### src/rtl/fsk_bit_sequencer.sv
// fsk_bit_sequencer
// Sequences one frame out of an external parallel-load, left-shifting
// register and turns each bit into a binary-FSK square wave.
//
// A frame is accepted through a valid/ready handshake. In the accept cycle
// ld_en_o is pulsed, so the register loads on the same edge. The block then
// spends BIT_CYCLES clocks on each bit, MSB first. While a bit is sent,
// mod_out_o toggles every HALF1 clocks if the bit is 1, or every HALF0 clocks
// if it is 0. Every bit starts with mod_out_o high. At the end of bits
// 0..WIDTH-2, sh_en_o advances the register to the next bit.
//
// Ports
//   clk           clock, rising edge
//   rst           asynchronous reset, active high
//   in_valid_i    source presents a frame on the register's parallel input
//   in_ready_o    block is idle and can accept a frame
//   ser_bit_i     shift-register MSB, the bit currently being sent
//   ld_en_o       load enable to the shift register (accept cycle only)
//   sh_en_o       shift enable to the shift register (last cycle of a bit)
//   mod_out_o     registered FSK output
//   busy_o        high while a frame is being sent
//   frame_done_o  one-cycle pulse in the last cycle of a frame
module fsk_bit_sequencer #(
  parameter int WIDTH      = 9,
  parameter int BIT_CYCLES = 64,
  parameter int HALF0      = 8,
  parameter int HALF1      = 4
) (
  input  logic clk,
  input  logic rst,
  input  logic in_valid_i,
  output logic in_ready_o,
  input  logic ser_bit_i,
  output logic ld_en_o,
  output logic sh_en_o,
  output logic mod_out_o,
  output logic busy_o,
  output logic frame_done_o
);

  localparam int HMAX = (HALF0 > HALF1) ? HALF0 : HALF1;
  localparam int CW   = $clog2(BIT_CYCLES);
  localparam int BW   = (WIDTH > 1) ? $clog2(WIDTH) : 1;
  localparam int HW   = (HMAX > 1) ? $clog2(HMAX) : 1;

  localparam logic [CW-1:0] CYC_LAST = CW'(BIT_CYCLES - 1);
  localparam logic [BW-1:0] BIT_LAST = BW'(WIDTH - 1);
  localparam logic [HW-1:0] H0_LAST  = HW'(HALF0 - 1);
  localparam logic [HW-1:0] H1_LAST  = HW'(HALF1 - 1);
  localparam logic [CW-1:0] CYC_ONE  = CW'(1);
  localparam logic [BW-1:0] BIT_ONE  = BW'(1);
  localparam logic [HW-1:0] HALF_ONE = HW'(1);

  typedef enum logic {
    IDLE = 1'b0,
    SEND = 1'b1
  } state_t;

  state_t        state_q, state_d;
  logic [CW-1:0] cyc_q, cyc_d;
  logic [BW-1:0] bit_q, bit_d;
  logic [HW-1:0] half_q, half_d;
  logic          mod_q, mod_d;

  logic cyc_last;
  logic bit_last;
  logic half_last;

  assign cyc_last  = (cyc_q == CYC_LAST);
  assign bit_last  = (bit_q == BIT_LAST);
  // The half period follows the bit currently on the register output.
  // That output is stable for a whole bit, so the compare target never
  // changes under a running half_q.
  assign half_last = (half_q == (ser_bit_i ? H1_LAST : H0_LAST));

  always_ff @(posedge clk or posedge rst) begin
    if (rst) begin
      state_q <= IDLE;
      cyc_q   <= '0;
      bit_q   <= '0;
      half_q  <= '0;
      mod_q   <= 1'b0;
    end else begin
      state_q <= state_d;
      cyc_q   <= cyc_d;
      bit_q   <= bit_d;
      half_q  <= half_d;
      mod_q   <= mod_d;
    end
  end

  // Outputs are gated with rst so that they read low for the whole time
  // reset is held, not only after the state register has cleared.
  always_comb begin
    state_d      = state_q;
    cyc_d        = cyc_q;
    bit_d        = bit_q;
    half_d       = half_q;
    mod_d        = mod_q;
    in_ready_o   = 1'b0;
    ld_en_o      = 1'b0;
    sh_en_o      = 1'b0;
    busy_o       = 1'b0;
    frame_done_o = 1'b0;

    unique case (state_q)
      IDLE: begin
        in_ready_o = ~rst;
        mod_d      = 1'b0;
        if (in_valid_i && !rst) begin
          ld_en_o = 1'b1;
          state_d = SEND;
          cyc_d   = '0;
          bit_d   = '0;
          half_d  = '0;
          mod_d   = 1'b1;
        end
      end

      SEND: begin
        busy_o = ~rst;
        if (cyc_last) begin
          cyc_d  = '0;
          half_d = '0;
          if (bit_last) begin
            frame_done_o = ~rst;
            state_d      = IDLE;
            bit_d        = '0;
            mod_d        = 1'b0;
          end else begin
            // Phase reset: every bit starts on a high level.
            sh_en_o = ~rst;
            bit_d   = bit_q + BIT_ONE;
            mod_d   = 1'b1;
          end
        end else begin
          cyc_d = cyc_q + CYC_ONE;
          if (half_last) begin
            mod_d  = ~mod_q;
            half_d = '0;
          end else begin
            half_d = half_q + HALF_ONE;
          end
        end
      end

      default: state_d = IDLE;
    endcase
  end

  assign mod_out_o = mod_q;

endmodule

### config.mk
export PLATFORM = sky130hd
export DESIGN_NAME = fsk_bit_sequencer
export DESIGN_NICKNAME = d
export VERILOG_FILES = /design/src/rtl/fsk_bit_sequencer.sv
export SDC_FILE = /design/constraint.sdc
export NUM_CORES = 1
export LEC_CHECK = 0
export ABC_AREA = 1
export ABC_CLOCK_PERIOD_IN_PS = 1700
export CORE_ASPECT_RATIO = 1.1
export CORE_UTILIZATION = 53
export CTS_CLUSTER_DIAMETER = 100
export CTS_CLUSTER_SIZE = 40
export DETAILED_ROUTE_END_ITERATION = 8
export PLACE_DENSITY = 0.76
export SLEW_MARGIN = 20
export SYNTH_ARGS = -nofsm -noshare
export SYNTH_HDL_FRONTEND = slang
export SYNTH_SLANG_ARGS = --single-unit
### constraint.sdc
create_clock -name clk -period 1.7 [get_ports clk]
set_clock_uncertainty 0.2 [all_clocks]
set_input_delay 0.34 -clock clk [delete_from_list [all_inputs] [get_ports clk]]
set_output_delay 0.34 -clock clk [all_outputs]
set_load 0.01 [all_outputs]
# Word level (Yosys, flattened, before mapping)
# Index checks and enable logic that the tools add are counted.
dict set report totals {
  ff_bits 15
  latch_bits 0
  ram_bits 0
  mem_bits_ro 0
  output_inout_bits 6
  wordCells 48
  n_memories 0
}
dict set report op_classes {
  add_sub_neg 3
  multipliers 0
  n_div 0
  magnitude_cmp 0
  eq_ne 6
  n_shift 0
  mux 28
  bitwise_logic 3
  reduce_logical 3
}
# op count
set op_table {}
lappend op_table {{2-to-1 mux 1 bit} 14}
lappend op_table {{2-to-1 mux 3 bit} 4}
lappend op_table {{2-to-1 mux 4 bit} 3}
lappend op_table {{2-to-1 mux 6 bit} 2}
lappend op_table {{one-hot mux 6 bit (2 select lines)} 1}
lappend op_table {{one-hot mux 4 bit (2 select lines)} 1}
lappend op_table {{adder 6 x 1 -> 6 bit, second input constant} 1}
lappend op_table {{equality test 6 bit, second input constant} 1}
lappend op_table {{one-hot mux 3 bit (2 select lines)} 1}
lappend op_table {{adder 4 x 1 -> 4 bit, second input constant} 1}
lappend op_table {{equality test 4 bit, second input constant} 1}
lappend op_table {{one-hot mux 1 bit (2 select lines)} 2}
lappend op_table {{adder 3 x 1 -> 3 bit, second input constant} 1}
lappend op_table {{equality test 3 bit} 1}
lappend op_table {{!= test 3 x 1 -> 1 bit, second input constant} 1}
lappend op_table {{inverter 1 bit} 3}
lappend op_table {{!= test 2 x 1 -> 1 bit, second input constant} 1}
lappend op_table {{!= test 2 bit, second input constant} 1}
lappend op_table {{AND reduction 2 bit} 1}
lappend op_table {{logical AND 1 bit} 1}
lappend op_table {{zero test 1 bit} 1}

# Logic depth before layout (Yosys ltp)
dict set report logic_depth {
  ltp_word 5
  depth_mapped 9
}

# Least setup slack after synthesis
# OpenSTA, ideal clock, no wires.
dict set report synth_path {
  kind {reg-to-output}
  startpoint {reg bit_q[0]}
  endpoint {out frame_done_o}
  arrival_ns 1.204
  setup_slack_ns -0.044
  stages_incl_launch_ff 5
  path_cell_list {dfrtp_1 > inv_1 > ha_1 > nand3_1 > nor4_1}
}
dict set report synth_via {
  elab_chain_cells 4
}
# item line
set synth_rtl {}
lappend synth_rtl {{start: declaration} 61} ;# logic [BW-1:0] bit_q, bit_d;
lappend synth_rtl {{start signal: assignment} 86} ;# bit_q <= bit_d;
lappend synth_rtl {{equality test 4 bit} 70} ;# assign bit_last = (bit_q == BIT_LAST);
lappend synth_rtl {{2-to-1 mux 1 bit} 125} ;# if (bit_last) begin
lappend synth_rtl {{2-to-1 mux 1 bit} 122} ;# if (cyc_last) begin
lappend synth_rtl {{2-to-1 mux 1 bit} 106} ;# unique case (state_q)
lappend synth_rtl {{end: declaration} 38} ;# output logic frame_done_o
# No other way between the ends.

# Worst setup path after layout
dict set report layout_path {
  startpoint {reg cyc_q[1]}
  endpoint {out frame_done_o}
}
dict set report layout_via {
  elab_chain_cells 3
}
# item line
set layout_rtl {}
lappend layout_rtl {{start: declaration} 60} ;# logic [CW-1:0] cyc_q, cyc_d;
lappend layout_rtl {{start signal: assignment} 85} ;# cyc_q <= cyc_d;
lappend layout_rtl {{equality test 6 bit} 69} ;# assign cyc_last = (cyc_q == CYC_LAST);
lappend layout_rtl {{2-to-1 mux 1 bit} 122}
lappend layout_rtl {{2-to-1 mux 1 bit} 106}
# No other way between the ends.

==> flow_metrics.env <==
export IMPL_yosysTopAreaCellShare_pct=44.6
export IMPL_total_leakage_power_uw=0.000674
export IMPL_groute_usage_overall_pct=27.9
export IMPL_crit_buf_inv=2
export IMPL_path_depth=6
export IMPL_vias=864
export IMPL_period_needed_ns=1.91
export IMPL_status="finished, violations left"
export IMPL_fin_util_pct=90.9
export IMPL_grt_pass1_vias=827
export IMPL_syn_nets=111
export IMPL_cts_sinks=15
export IMPL_r2r_cells=9
export IMPL_reg2reg_to="mod_out_o"
export IMPL_layout_area_overhead_vs_synth_pct=53.4
export IMPL_cts_buffers=3
export IMPL_drv_slew=0
export IMPL_firstDrtPassIters=4
export IMPL_dp_final_hpwl_mm=1.48
export IMPL_path_delay_family="flip-flops"
export IMPL_ys_types=21
export IMPL_slowest_delay_ns=0.38
export IMPL_total_power_uw=628
export IMPL_grt_pass1_wl_mm=3.48
export IMPL_ys_seq_elements=15
export IMPL_cts_buffer_depth=2
export IMPL_fillers=61
export IMPL_dp_slack_ns=-0.551
export IMPL_timing_final_crit_share_pct=112
export IMPL_crit_path_cell_trace="ha_2 -> nand3_2 -> inv_2 -> nand2_4 -> nor4_2 -> buf_2"
export IMPL_finalWorstSetupSlack_ns=-0.208
export IMPL_drtIter0Drc=16
export IMPL_timing_rr_start="cyc_q[1]"
export IMPL_rows=14
export IMPL_max_freq_ghz=0.524
export IMPL_place_area_um2=1150
export IMPL_final_nets=160
export IMPL_wl_per_cell_um=13.3
export IMPL_die_x_um=40.0
export IMPL_crit_slowest_cell="dfrtp_1"
export IMPL_synthTopCellsByArea="dfrtp_1 (45%), nand2_1 (12%), ha_1 (6.0%), nand3_1 (5.4%), o21ai_1 (3.6%)"
export IMPL_chipHeight_um=43.8
export IMPL_hold_path_class="in2async"
export IMPL_synthCells=103
export IMPL_reg2reg_slack_ns=0
export IMPL_maxCapViolations=0
export IMPL_dieArea_um2=1750
export IMPL_gp_congestion=0.811
export IMPL_cts_tree="yes"
export IMPL_cts_max_level=1
export IMPL_grt_setup_unrepaired="true"
export IMPL_violations="negative setup slack"
export IMPL_grt_max_degree=16
export IMPL_synth_top_area_cell="dfrtp_1"
export IMPL_tightest_slew_ns=0.235
export IMPL_powerDensity_nw_per_um2=487
export IMPL_endpoint_kind="output pin"
export IMPL_yosysWarnings=0
export IMPL_required_ns=1.16
export IMPL_slew_headroom_pct=84.3
export IMPL_drc=0
export IMPL_cp_arrival_ns=1.37
export IMPL_drt_wl_total_mm=2.23
export IMPL_antennaDiodeCount=0
export IMPL_postSynthAreaPerCell_um2=8.16
export IMPL_boundaryPins=10
export IMPL_portBuffers=9
export IMPL_critPathMaxFanout=3
export IMPL_setup_viol=2
export IMPL_gr_total_overflow=0
export IMPL_start_util_pct=59.3
export IMPL_clock_latency_ns=0.28
export IMPL_drive_above_1_share_pct=45.0
export IMPL_ant_nets=0
export IMPL_antenna_found_initial=0
export IMPL_cts_root_buf="clkbuf_4"
export IMPL_worstSetupPathType="reg2out"
export IMPL_start_kind="flip-flop"
export IMPL_core_region_area_um2=1420
export IMPL_clk_pin_slew_ns=0.10
export IMPL_hold_violations=0
export IMPL_routed_via_density=5.17
export IMPL_ir_drop_mv=0.833
export IMPL_seq_area_frac_synth_pct=44.6
export IMPL_synth_area_um2=841
export IMPL_fin_area_um2=1290
export IMPL_fin_hold_ws_ns=0.133
-- routing by layer --
| metal | vias up | GRT usage (%) | part of all wire (%) |
|---|---|---|---|
| li1 | 433 | - | - |
| met4 | 0 | 5.52 | 1.4 |
| met2 | 25 | 45.8 | 49 |
| met3 | 4 | 2.56 | 3.6 |
| met5 | - | 0 | 0 |
| met1 | 402 | 39.3 | 46 |
-- report_power, final --
part | total, uW | internal [uW] | switching (uW)
Combinational | 52.7 | 25.0 | 27.7
Sequential | 371 | 364 | 6.53
Clock | 204 | 90.7 | 113
Total | 628 | 480 | 148
-- synth_stat cells --
master   instances
a21oi_4          1
inv_1            8
a21oi_1          1
or2_2            2
ha_1             4
buf_6            1
nor2_1           4
o21ai_1          6
nor4_1           1
nand2_2          4
nand3_2          1
xor2_1           1
nand2_1         27
nor2_2           3
inv_2            4
o22ai_1          1
xnor2_1          1
o21ai_0          5
nand4_1          4
nand3_1          9
dfrtp_1         15
-- tightest hold or removal path, stage by stage --
cell and delay [ns]:
dlygate4sd2_1 0.30, inv_2 0.11, buf_4 0.23
-- what timing repair did --
action,CTS,global route
setup buffers,6,4
hold buffers,0,0
endpoints found under the setup margin,6,9
endpoints found under the hold margin,0,0
pin swaps,6,5
resized for setup,28,10
-- per-stage QoR --
step | setup TNS (ns) | cells
after floorplan | 0 | 103
after global placement | -2.48 | 154
after detailed placement | -2.83 | 154
after CTS | -0.303 | 164
after global routing | -0.571 | 167
final | -0.356 | 167
-- cell usage in the layout, fill, tap and decap left out, types with 2 or more instances in the layout --
master	instances
or2_2	2
o21ai_0	5
nand3_1	8
nand2_4	2
nand2_1	26
nor2_4	2
clkbuf_4	3
dfrtp_1	15
nor2_2	4
dlygate4sd2_1	3
buf_2	4
ha_1	2
nand4_1	4
o21ai_1	6
nand2_2	2
buf_4	36
inv_1	6
inv_2	6
-- how the worst max path moves through the flow --
stage | from | to | slack [ns]
2_1_floorplan | bit_q[0] | frame_done_o | 0.05
3_3_place_gp | rst | sh_en_o | -0.53
3_5_place_dp | rst | sh_en_o | -0.55
4_1_cts | bit_q[1] | frame_done_o | -0.20
5_1_grt | cyc_q[1] | frame_done_o | -0.28
6_report | cyc_q[1] | frame_done_o | -0.21
-- flip-flops by register name (all words and copies together), names as in the netlist --
| name | flops |
|---|---|
| half_q | 3 |
| bit_q | 4 |
| mod_out_o | 1 |
| cyc_q | 6 |
| state_q | 1 |
-- final cells by class --
type	count	area, um2	share of cell area, %
inverters	12	45.0	3.49
repair buffers	45	337	26.1
well taps	16	20.0	1.55
clock buffers	4	26.3	2.04
multi-input cells	75	487	37.7
flip-flops and latches	15	375	29.1
-- kinds of logic (layout without fill, tap and decap cells) --
family                     Yosys count  after routing  synth area share [%]
adders and majority gates            4              4                  5.95
DFF                                 15             15                  44.6
buffers and inverters               13             61                  6.70
xor gates and xnor gates             2              2                  2.08
AOI/OAI and AO/OA                   14             14                  9.82
and+or+nand+nor                     55             55                  30.8
Note: power is estimated with default switching activity, not from simulation.
